**src/rtl/fb_pipe_pkg.sv**
```systemverilog
//------------------------------------------------------------------------------
// Module   : fb_pipe_pkg
// Brief    : Shared state encoding, per-stage widths and payload field layout
//            for the fb_pipe_stage pipeline registers.
// Revision : 1.0 - initial release
//------------------------------------------------------------------------------
`default_nettype none

package fb_pipe_pkg;

    typedef logic [1:0] fb_state_t;

    localparam fb_state_t ST_EMPTY = 2'd0;
    localparam fb_state_t ST_BUSY  = 2'd1;
    localparam fb_state_t ST_FULL  = 2'd2;

    localparam int FB_IFID_CTRL_W  = 8;
    localparam int FB_IFID_DATA_W  = 64;
    localparam int FB_IDEX_CTRL_W  = 8;
    localparam int FB_IDEX_DATA_W  = 128;
    localparam int FB_EXMEM_CTRL_W = 8;
    localparam int FB_EXMEM_DATA_W = 104;
    localparam int FB_MEMWB_CTRL_W = 8;
    localparam int FB_MEMWB_DATA_W = 72;

    // ID/EX payload layout; every producer and consumer packs through these.
    localparam int FB_IDEX_PC_LSB  = 0;
    localparam int FB_IDEX_PC_W    = 32;
    localparam int FB_IDEX_RS1_LSB = 32;
    localparam int FB_IDEX_RS1_W   = 32;
    localparam int FB_IDEX_RS2_LSB = 64;
    localparam int FB_IDEX_RS2_W   = 32;
    localparam int FB_IDEX_IMM_LSB = 96;
    localparam int FB_IDEX_IMM_W   = 16;
    localparam int FB_IDEX_RD_LSB  = 112;
    localparam int FB_IDEX_RD_W    = 5;
    localparam int FB_IDEX_ALU_LSB = 117;
    localparam int FB_IDEX_ALU_W   = 4;

    typedef struct packed {
        logic [6:0]  spare;
        logic [3:0]  alu_ctl;
        logic [4:0]  rd;
        logic [15:0] imm;
        logic [31:0] rs2;
        logic [31:0] rs1;
        logic [31:0] pc;
    } fb_idex_t;

    function automatic logic [1:0] fb_occupancy(input fb_state_t st);
        case (st)
            ST_BUSY: return 2'd1;
            ST_FULL: return 2'd2;
            default: return 2'd0;
        endcase
    endfunction

endpackage

`default_nettype wire

```
**src/rtl/fb_pipe_entry.sv**
```systemverilog
//------------------------------------------------------------------------------
// Module   : fb_pipe_entry
// Brief    : One valid + control + payload register with load and clear controls.
// Revision : 1.0 - initial release
//------------------------------------------------------------------------------
`default_nettype none

module fb_pipe_entry
    import fb_pipe_pkg::*;
#(
    parameter int CTRL_W = FB_IDEX_CTRL_W,
    parameter int DATA_W = FB_IDEX_DATA_W
) (
    input  logic              clk,
    input  logic              rst_n,
    input  logic              load_i,
    input  logic              clr_valid_i,
    input  logic              clr_ctrl_i,
    input  logic [CTRL_W-1:0] ctrl_i,
    input  logic [DATA_W-1:0] data_i,
    output logic              valid_o,
    output logic [CTRL_W-1:0] ctrl_o,
    output logic [DATA_W-1:0] data_o
);

    logic              valid_q;
    logic [CTRL_W-1:0] ctrl_q;
    logic [DATA_W-1:0] data_q;

    // Clears win over load so a squash can never be overridden by a capture.
    always_ff @(posedge clk or negedge rst_n) begin
        if (!rst_n) begin
            valid_q <= 1'b0;
            ctrl_q  <= '0;
            data_q  <= '0;
        end else begin
            if (clr_valid_i) begin
                valid_q <= 1'b0;
            end else if (load_i) begin
                valid_q <= 1'b1;
            end
            if (clr_ctrl_i) begin
                ctrl_q <= '0;
            end else if (load_i) begin
                ctrl_q <= ctrl_i;
            end
            if (load_i) begin
                data_q <= data_i;
            end
        end
    end

    assign valid_o = valid_q;
    assign ctrl_o  = ctrl_q;
    assign data_o  = data_q;

endmodule

`default_nettype wire

```
**src/rtl/fb_pipe_stage.sv**
```systemverilog
//------------------------------------------------------------------------------
// Module   : fb_pipe_stage
// Brief    : Valid/ready pipeline-stage register with optional 2-entry skid,
//            flush and bubble insertion.
// Revision : 1.0 - initial release
//------------------------------------------------------------------------------
`default_nettype none

module fb_pipe_stage
    import fb_pipe_pkg::*;
#(
    parameter int CTRL_W = FB_IDEX_CTRL_W,
    parameter int DATA_W = FB_IDEX_DATA_W,
    parameter int SKID   = 1
) (
    input  logic              clk,
    input  logic              rst_n,
    input  logic              in_valid,
    output logic              in_ready,
    input  logic [CTRL_W-1:0] in_ctrl,
    input  logic [DATA_W-1:0] in_data,
    input  logic              bubble,
    input  logic              flush,
    output logic              out_valid,
    input  logic              out_ready,
    output logic [CTRL_W-1:0] out_ctrl,
    output logic [DATA_W-1:0] out_data,
    output logic [1:0]        occupancy
);

    logic              in_fire;
    logic              out_fire;
    logic [CTRL_W-1:0] cap_ctrl;

    logic              main_load;
    logic              main_clr_valid;
    logic [CTRL_W-1:0] main_ld_ctrl;
    logic [DATA_W-1:0] main_ld_data;
    logic              main_valid;
    logic [CTRL_W-1:0] main_ctrl;

    assign in_fire  = in_valid & in_ready;
    assign out_fire = main_valid & out_ready;
    assign cap_ctrl = bubble ? '0 : in_ctrl;

    fb_pipe_entry #(
        .CTRL_W (CTRL_W),
        .DATA_W (DATA_W)
    ) u_main (
        .clk         (clk),
        .rst_n       (rst_n),
        .load_i      (main_load),
        .clr_valid_i (main_clr_valid),
        .clr_ctrl_i  (flush),
        .ctrl_i      (main_ld_ctrl),
        .data_i      (main_ld_data),
        .valid_o     (main_valid),
        .ctrl_o      (main_ctrl),
        .data_o      (out_data)
    );

    assign out_valid = main_valid;
    assign out_ctrl  = main_valid ? main_ctrl : '0;

    generate
        if (SKID != 0) begin : g_skid
            fb_state_t         state_q;
            fb_state_t         state_d;
            logic              in_ready_q;
            logic              skid_load;
            logic              skid_clr_valid;
            logic              skid_valid;
            logic [CTRL_W-1:0] skid_ctrl;
            logic [DATA_W-1:0] skid_data;

            fb_pipe_entry #(
                .CTRL_W (CTRL_W),
                .DATA_W (DATA_W)
            ) u_skid (
                .clk         (clk),
                .rst_n       (rst_n),
                .load_i      (skid_load),
                .clr_valid_i (skid_clr_valid),
                .clr_ctrl_i  (flush),
                .ctrl_i      (cap_ctrl),
                .data_i      (in_data),
                .valid_o     (skid_valid),
                .ctrl_o      (skid_ctrl),
                .data_o      (skid_data)
            );

            always_comb begin
                state_d        = state_q;
                main_load      = 1'b0;
                main_clr_valid = flush;
                main_ld_ctrl   = cap_ctrl;
                main_ld_data   = in_data;
                skid_load      = 1'b0;
                skid_clr_valid = flush;
                if (flush) begin
                    state_d = ST_EMPTY;
                end else begin
                    case (state_q)
                        ST_EMPTY: begin
                            if (in_fire) begin
                                main_load = 1'b1;
                                state_d   = ST_BUSY;
                            end
                        end
                        ST_BUSY: begin
                            if (in_fire && out_fire) begin
                                main_load = 1'b1;
                            end else if (in_fire) begin
                                skid_load = 1'b1;
                                state_d   = ST_FULL;
                            end else if (out_fire) begin
                                main_clr_valid = 1'b1;
                                state_d        = ST_EMPTY;
                            end
                        end
                        ST_FULL: begin
                            // Skid promotes into main; only a valid skid may carry side effects.
                            if (out_fire) begin
                                main_load      = 1'b1;
                                main_ld_ctrl   = skid_valid ? skid_ctrl : '0;
                                main_ld_data   = skid_data;
                                skid_clr_valid = 1'b1;
                                state_d        = ST_BUSY;
                            end
                        end
                        default: state_d = ST_EMPTY;
                    endcase
                end
            end

            // in_ready is a flop so out_ready never reaches upstream combinationally.
            always_ff @(posedge clk or negedge rst_n) begin
                if (!rst_n) begin
                    state_q    <= ST_EMPTY;
                    in_ready_q <= 1'b1;
                end else begin
                    state_q    <= state_d;
                    in_ready_q <= (state_d != ST_FULL);
                end
            end

            assign in_ready  = in_ready_q;
            assign occupancy = fb_occupancy(state_q);
        end else begin : g_single
            assign in_ready = out_ready | ~main_valid;

            always_comb begin
                main_load      = in_fire & ~flush;
                main_clr_valid = flush | (out_fire & ~in_fire);
                main_ld_ctrl   = cap_ctrl;
                main_ld_data   = in_data;
            end

            assign occupancy = {1'b0, main_valid};
        end
    endgenerate

endmodule

`default_nettype wire

```
**config.mk**
```make
export PLATFORM = sky130hd
export DESIGN_NAME = fb_pipe_stage
export DESIGN_NICKNAME = d
export VERILOG_FILES = /design/src/rtl/fb_pipe_pkg.sv /design/src/rtl/fb_pipe_entry.sv /design/src/rtl/fb_pipe_stage.sv
export SDC_FILE = /design/constraint.sdc
export NUM_CORES = 1
export LEC_CHECK = 0
export CAP_MARGIN = 20
export CORE_MARGIN = 2
export CORE_UTILIZATION = 55
export DETAILED_ROUTE_END_ITERATION = 8
export PLACE_DENSITY = 0.85
export SYNTH_ARGS = -nofsm -noshare
export SYNTH_HDL_FRONTEND = slang
export SYNTH_HIERARCHICAL = 1
export SYNTH_SLANG_ARGS = --single-unit
```
**constraint.sdc**
```tcl
create_clock -name clk -period 5.3 [get_ports clk]
set_input_delay 1.06 -clock clk [delete_from_list [all_inputs] [get_ports clk]]
set_output_delay 1.06 -clock clk [all_outputs]
set_load 0.01 [all_outputs]
```
==> impl_table.tex <==
\begin{tabular}{lr}
\hline
Metric & Value \\
\hline
\multicolumn{2}{l}{\textbf{CTS}} \\
Number of clock buffers inserted by TritonCTS & 29 \\
Quantity of gates resized following cts & 0 \\
Number of hold buffers added after CTS & 0 \\
Max H-tree Level & 1 \\
CTS tree & done \\
Clock latency of the later-clocked register in the worst-skew pair & between 0.5 and 0.6 ns \\
\# clock sinks & $\sim$280 \\
Clock transition at the register clock pins on the worst setup and hold paths after CTS & approximately 0.050 ns \\
Clock Path Buffers & 3 \\
Post-CTS setup buffer count & 0 \\
Root buffer cell & sky130\_fd\_sc\_hd\_\_clkbuf\_16 \\
\multicolumn{2}{l}{\textbf{Cells and area}} \\
Filler cell count in the final layout & approximately 1.6k \\
Number of antenna cells inserted & 0 \\
Area added between synthesis and finish & 28.4\% \\
Final nets & 1225 \\
Proportion of layout cells with a drive suffix above 1 & about two fifths \\
Commonest non-fill, non-tap cells in the layout & sky130\_fd\_sc\_hd\_\_clkdlybuf4s50\_1 (280), sky130\_fd\_sc\_hd\_\_dfrtp\_1 (276), sky130\_fd\_sc\_hd\_\_mux2\_2 (264) \\
Util after Layout & between 70\% and 80\% \\
Most common cell after layout, fill and taps aside & sky130\_fd\_sc\_hd\_\_clkdlybuf4s50\_1 \\
Final Non-Filler Cells & around 1.4k \\
\multicolumn{2}{l}{\textbf{Critical path}} \\
Element type at the critical path start & input port \\
FF-to-FF Start & u\_main/valid\_o\$\_DFFE\_PN0P\_ \\
Worst setup path startpoint & flush \\
Biggest fanout along the worst timing path & 64 \\
WS Path Type & input port to flop \\
Critical Path RT & 5.70 ns \\
Peak per-stage delay on the critical path & 0.87 ns \\
FF-to-FF path depth & 5 \\
Cell breakdown of the critical path & clkdlybuf4s50\_1 > buf\_4 > nor2\_4 > buf\_12 > mux2\_4 > mux2\_2 \\
R2r endpoint & u\_main/data\_o[64]\$\_DFFE\_PN0P\_ \\
Critical Path Sink & u\_main/data\_o[68]\$\_DFFE\_PN0P\_ \\
Setup slack of the worst register-to-register path & roughly 2.5 ns \\
Crit-path slowest cell & sky130\_fd\_sc\_hd\_\_clkdlybuf4s50\_1 \\
Worst Path Buf+Inv & 3 \\
Worst Setup End Kind & flop \\
Top delay family on crit path & buffers and inverters \\
Worst path arrival time & 3.66 ns \\
CP Depth & 6 \\
\multicolumn{2}{l}{\textbf{STA}} \\
Max Freq & 306 MHz \\
Setup Viol. Count Final & 0 \\
Final period demand of the worst path & 3.26 ns \\
Slew at the pin closest to its max-slew limit & 1.00 ns \\
Worst slew margin relative to its limit & 33.2\% \\
Clock tree skew after final layout & 0.0120 ns \\
Number of slew-limit violations in the final report & 0 \\
Share of the cycle needed by the critical path after routing & 61.6\% \\
Setup repair after global routing missed its margin & false \\
Setup TNS Final & 0 ns \\
Worst Slack Setup Final & 2.04 ns \\
Hold Vio Cnt, Final & 0 \\
\multicolumn{2}{l}{\textbf{Synthesis}} \\
Synthesized flop and latch total & 277 \\
Count of warnings emitted by yosys & 6 \\
Number of library cell types mapped by synthesis & 30 \\
Number of instances in the synthesized netlist & 808 \\
Number of enable flip-flop cells after synthesis & 0 \\
Number of nets in the synthesized netlist & between 900 and 1k \\
Synthesized area divided by synthesized cell count & 16.1 µm² \\
Async SR Flop Fraction & between 90\% and 100\% \\
Mapped cell area & 13000 µm² \\
Sequential element share of the synthesized area & a little over half \\
Most used flip-flop cell after synthesis & sky130\_fd\_sc\_hd\_\_dfrtp\_1 \\
\multicolumn{2}{l}{\textbf{Global routing}} \\
GRT Overall Usage & 21.2\% \\
GRT Residual Overflow & 0 \\
Wire length of the first global-routing pass & around 42000 µm \\
Initial antenna violation count & 0 \\
Number of global-route vias before repair & 7968 \\
Maximum number of pins on one net before global-route repair & 127 \\
\multicolumn{2}{l}{\textbf{Outcome}} \\
Result of the run & completed \\
\multicolumn{2}{l}{\textbf{Pwr}} \\
Total net switching power & about 1800 µW \\
Worst VDD drop & around 0.34 mV \\
Internal Pwr Total & roughly 5200 µW \\
Power density over the cells & 417 nW/µm² \\
Sequential fraction of design power & 45.3\% \\
Static leakage & 0.00700 µW \\
Switching Share & 25.2\% \\
Clock power share & between 20\% and 30\% \\
Power share of the combinational group & 25.9\% \\
\multicolumn{2}{l}{\textbf{Routing}} \\
Routed wire length per instance & 18.7 µm \\
Routed vias/inst & around 5.3 \\
DR DRC count & 0 \\
DR vias & about 7.5k \\
Final antenna-violating net count & 0 \\
WL final & 26600 µm \\
Pre-Repair DR Iteration Count & 4 \\
Initial detailed-routing violation count & 337 \\
\multicolumn{2}{l}{\textbf{Floorplan}} \\
Initial Util & a little under three fifths \\
Die height & roughly 160 µm \\
Area of the placeable core & between 20000 and 25000 µm² \\
Site row count & 56 \\
Overall die width & 158 µm \\
Full die area & 24900 µm² \\
Number of top-level pins & 282 \\
\multicolumn{2}{l}{\textbf{Place}} \\
Routability-driven placement congestion ratio & 0.800 \\
DP HPWL & around 18000 µm \\
Setup WS pre-CTS & between 1.5 and 2 ns \\
Port Buffer Count & 281 \\
Number of cells in the design after placement & 1371 \\
\multicolumn{2}{l}{\textbf{Hold path}} \\
Worst hold path class & flop to flop \\
\multicolumn{2}{l}{\textbf{Run}} \\
Max-cap violations & 0 \\
\hline
\end{tabular}
## sequential cells by signal, summed over array words and instances, names as in the netlist
signal                 flops
g_skid.state_q             2
g_skid.u_skid/ctrl_o       8
g_skid.u_skid/data_o     128
g_skid.u_skid/valid_o      1
in_ready                   1
u_main/ctrl_o              8
u_main/data_o            128
u_main/valid_o             1
## worst min-delay path by stage
stage,startpoint,end,depth (start not counted)
finish,u_main/data_o[120]$_DFFE_PN0P_,u_main/data_o[120]$_DFFE_PN0P_,1
global route,g_skid.u_skid/data_o[94]$_DFFE_PN0P_,g_skid.u_skid/data_o[94]$_DFFE_PN0P_,1
CTS,u_main/data_o[74]$_DFFE_PN0P_,u_main/data_o[74]$_DFFE_PN0P_,1
detailed placement,u_main/data_o[74]$_DFFE_PN0P_,u_main/data_o[74]$_DFFE_PN0P_,1
global placement,g_skid.u_skid/data_o[6]$_DFFE_PN0P_,g_skid.u_skid/data_o[6]$_DFFE_PN0P_,1
floorplan,g_skid.u_skid/valid_o$_DFFE_PN0P_,g_skid.u_skid/valid_o$_DFFE_PN0P_,2
## cell type report
class	count	area (µm²)	area share [%]
clock buffer	44	842	5.04
multi-input combinational	479	5400	32.3
tap	319	399	2.39
sequential	277	6930	41.5
clock inverter	4	95.1	0.570
timing repair buffer	296	3030	18.1
## power groups by stage
stage	clock network, µW	logic, µW	registers, µW
detailed placement	0	1820	3190
CTS	2050	1830	3160
global placement	0	1760	3140
global route	2150	1930	3240
floorplan	0	810	3240
finish	2010	1810	3150
## cell usage after synthesis, types with 3 or more instances
master                       n  area share [%]
sky130_fd_sc_hd__and2_1      9            0.43
sky130_fd_sc_hd__buf_1       3           0.087
sky130_fd_sc_hd__o21ai_0     8            0.31
sky130_fd_sc_hd__buf_12     13             2.0
sky130_fd_sc_hd__mux2i_1    16             1.2
sky130_fd_sc_hd__mux2_2    264              23
sky130_fd_sc_hd__nor2b_1     8            0.38
sky130_fd_sc_hd__buf_6      11            0.95
sky130_fd_sc_hd__dfrtp_1   276              53
sky130_fd_sc_hd__mux2_4    120              14
sky130_fd_sc_hd__o31ai_1     8            0.46
sky130_fd_sc_hd__clkbuf_8   20             2.1
sky130_fd_sc_hd__nor2_1     20            0.58
sky130_fd_sc_hd__nand2_1    10            0.29
sky130_fd_sc_hd__clkbuf_1    3           0.087
## per-stage QoR
stage / hold slack (ns) / instance area (µm²) / total power, µW
4_1_cts: 0.507 / 16700 / 7040
5_1_grt: 0.517 / 16700 / 7330
3_5_place_dp: 0.495 / 15800 / 5010
3_3_place_gp: 0.484 / 15800 / 4910
6_report: 0.503 / 16700 / 6960
2_1_floorplan: 0.458 / 13000 / 4050
## cells by family after synthesis
group	share of synthesized area, %
simple gates	2.32
mux	37.9
buf+inv	5.32
flops	53.3
compound gates	1.11
## metal layers
metal / GRT usage, % / vias to the layer above / routed length (µm)
met5: 0 / - / 0
met4: 6.23 / 0 / 678
met3: 5.20 / 48 / 1810
met2: 35.9 / 217 / 13100
met1: 27.2 / 3830 / 10900
li1: - / 3422 / -
Power figures use the tool's default switching activity.
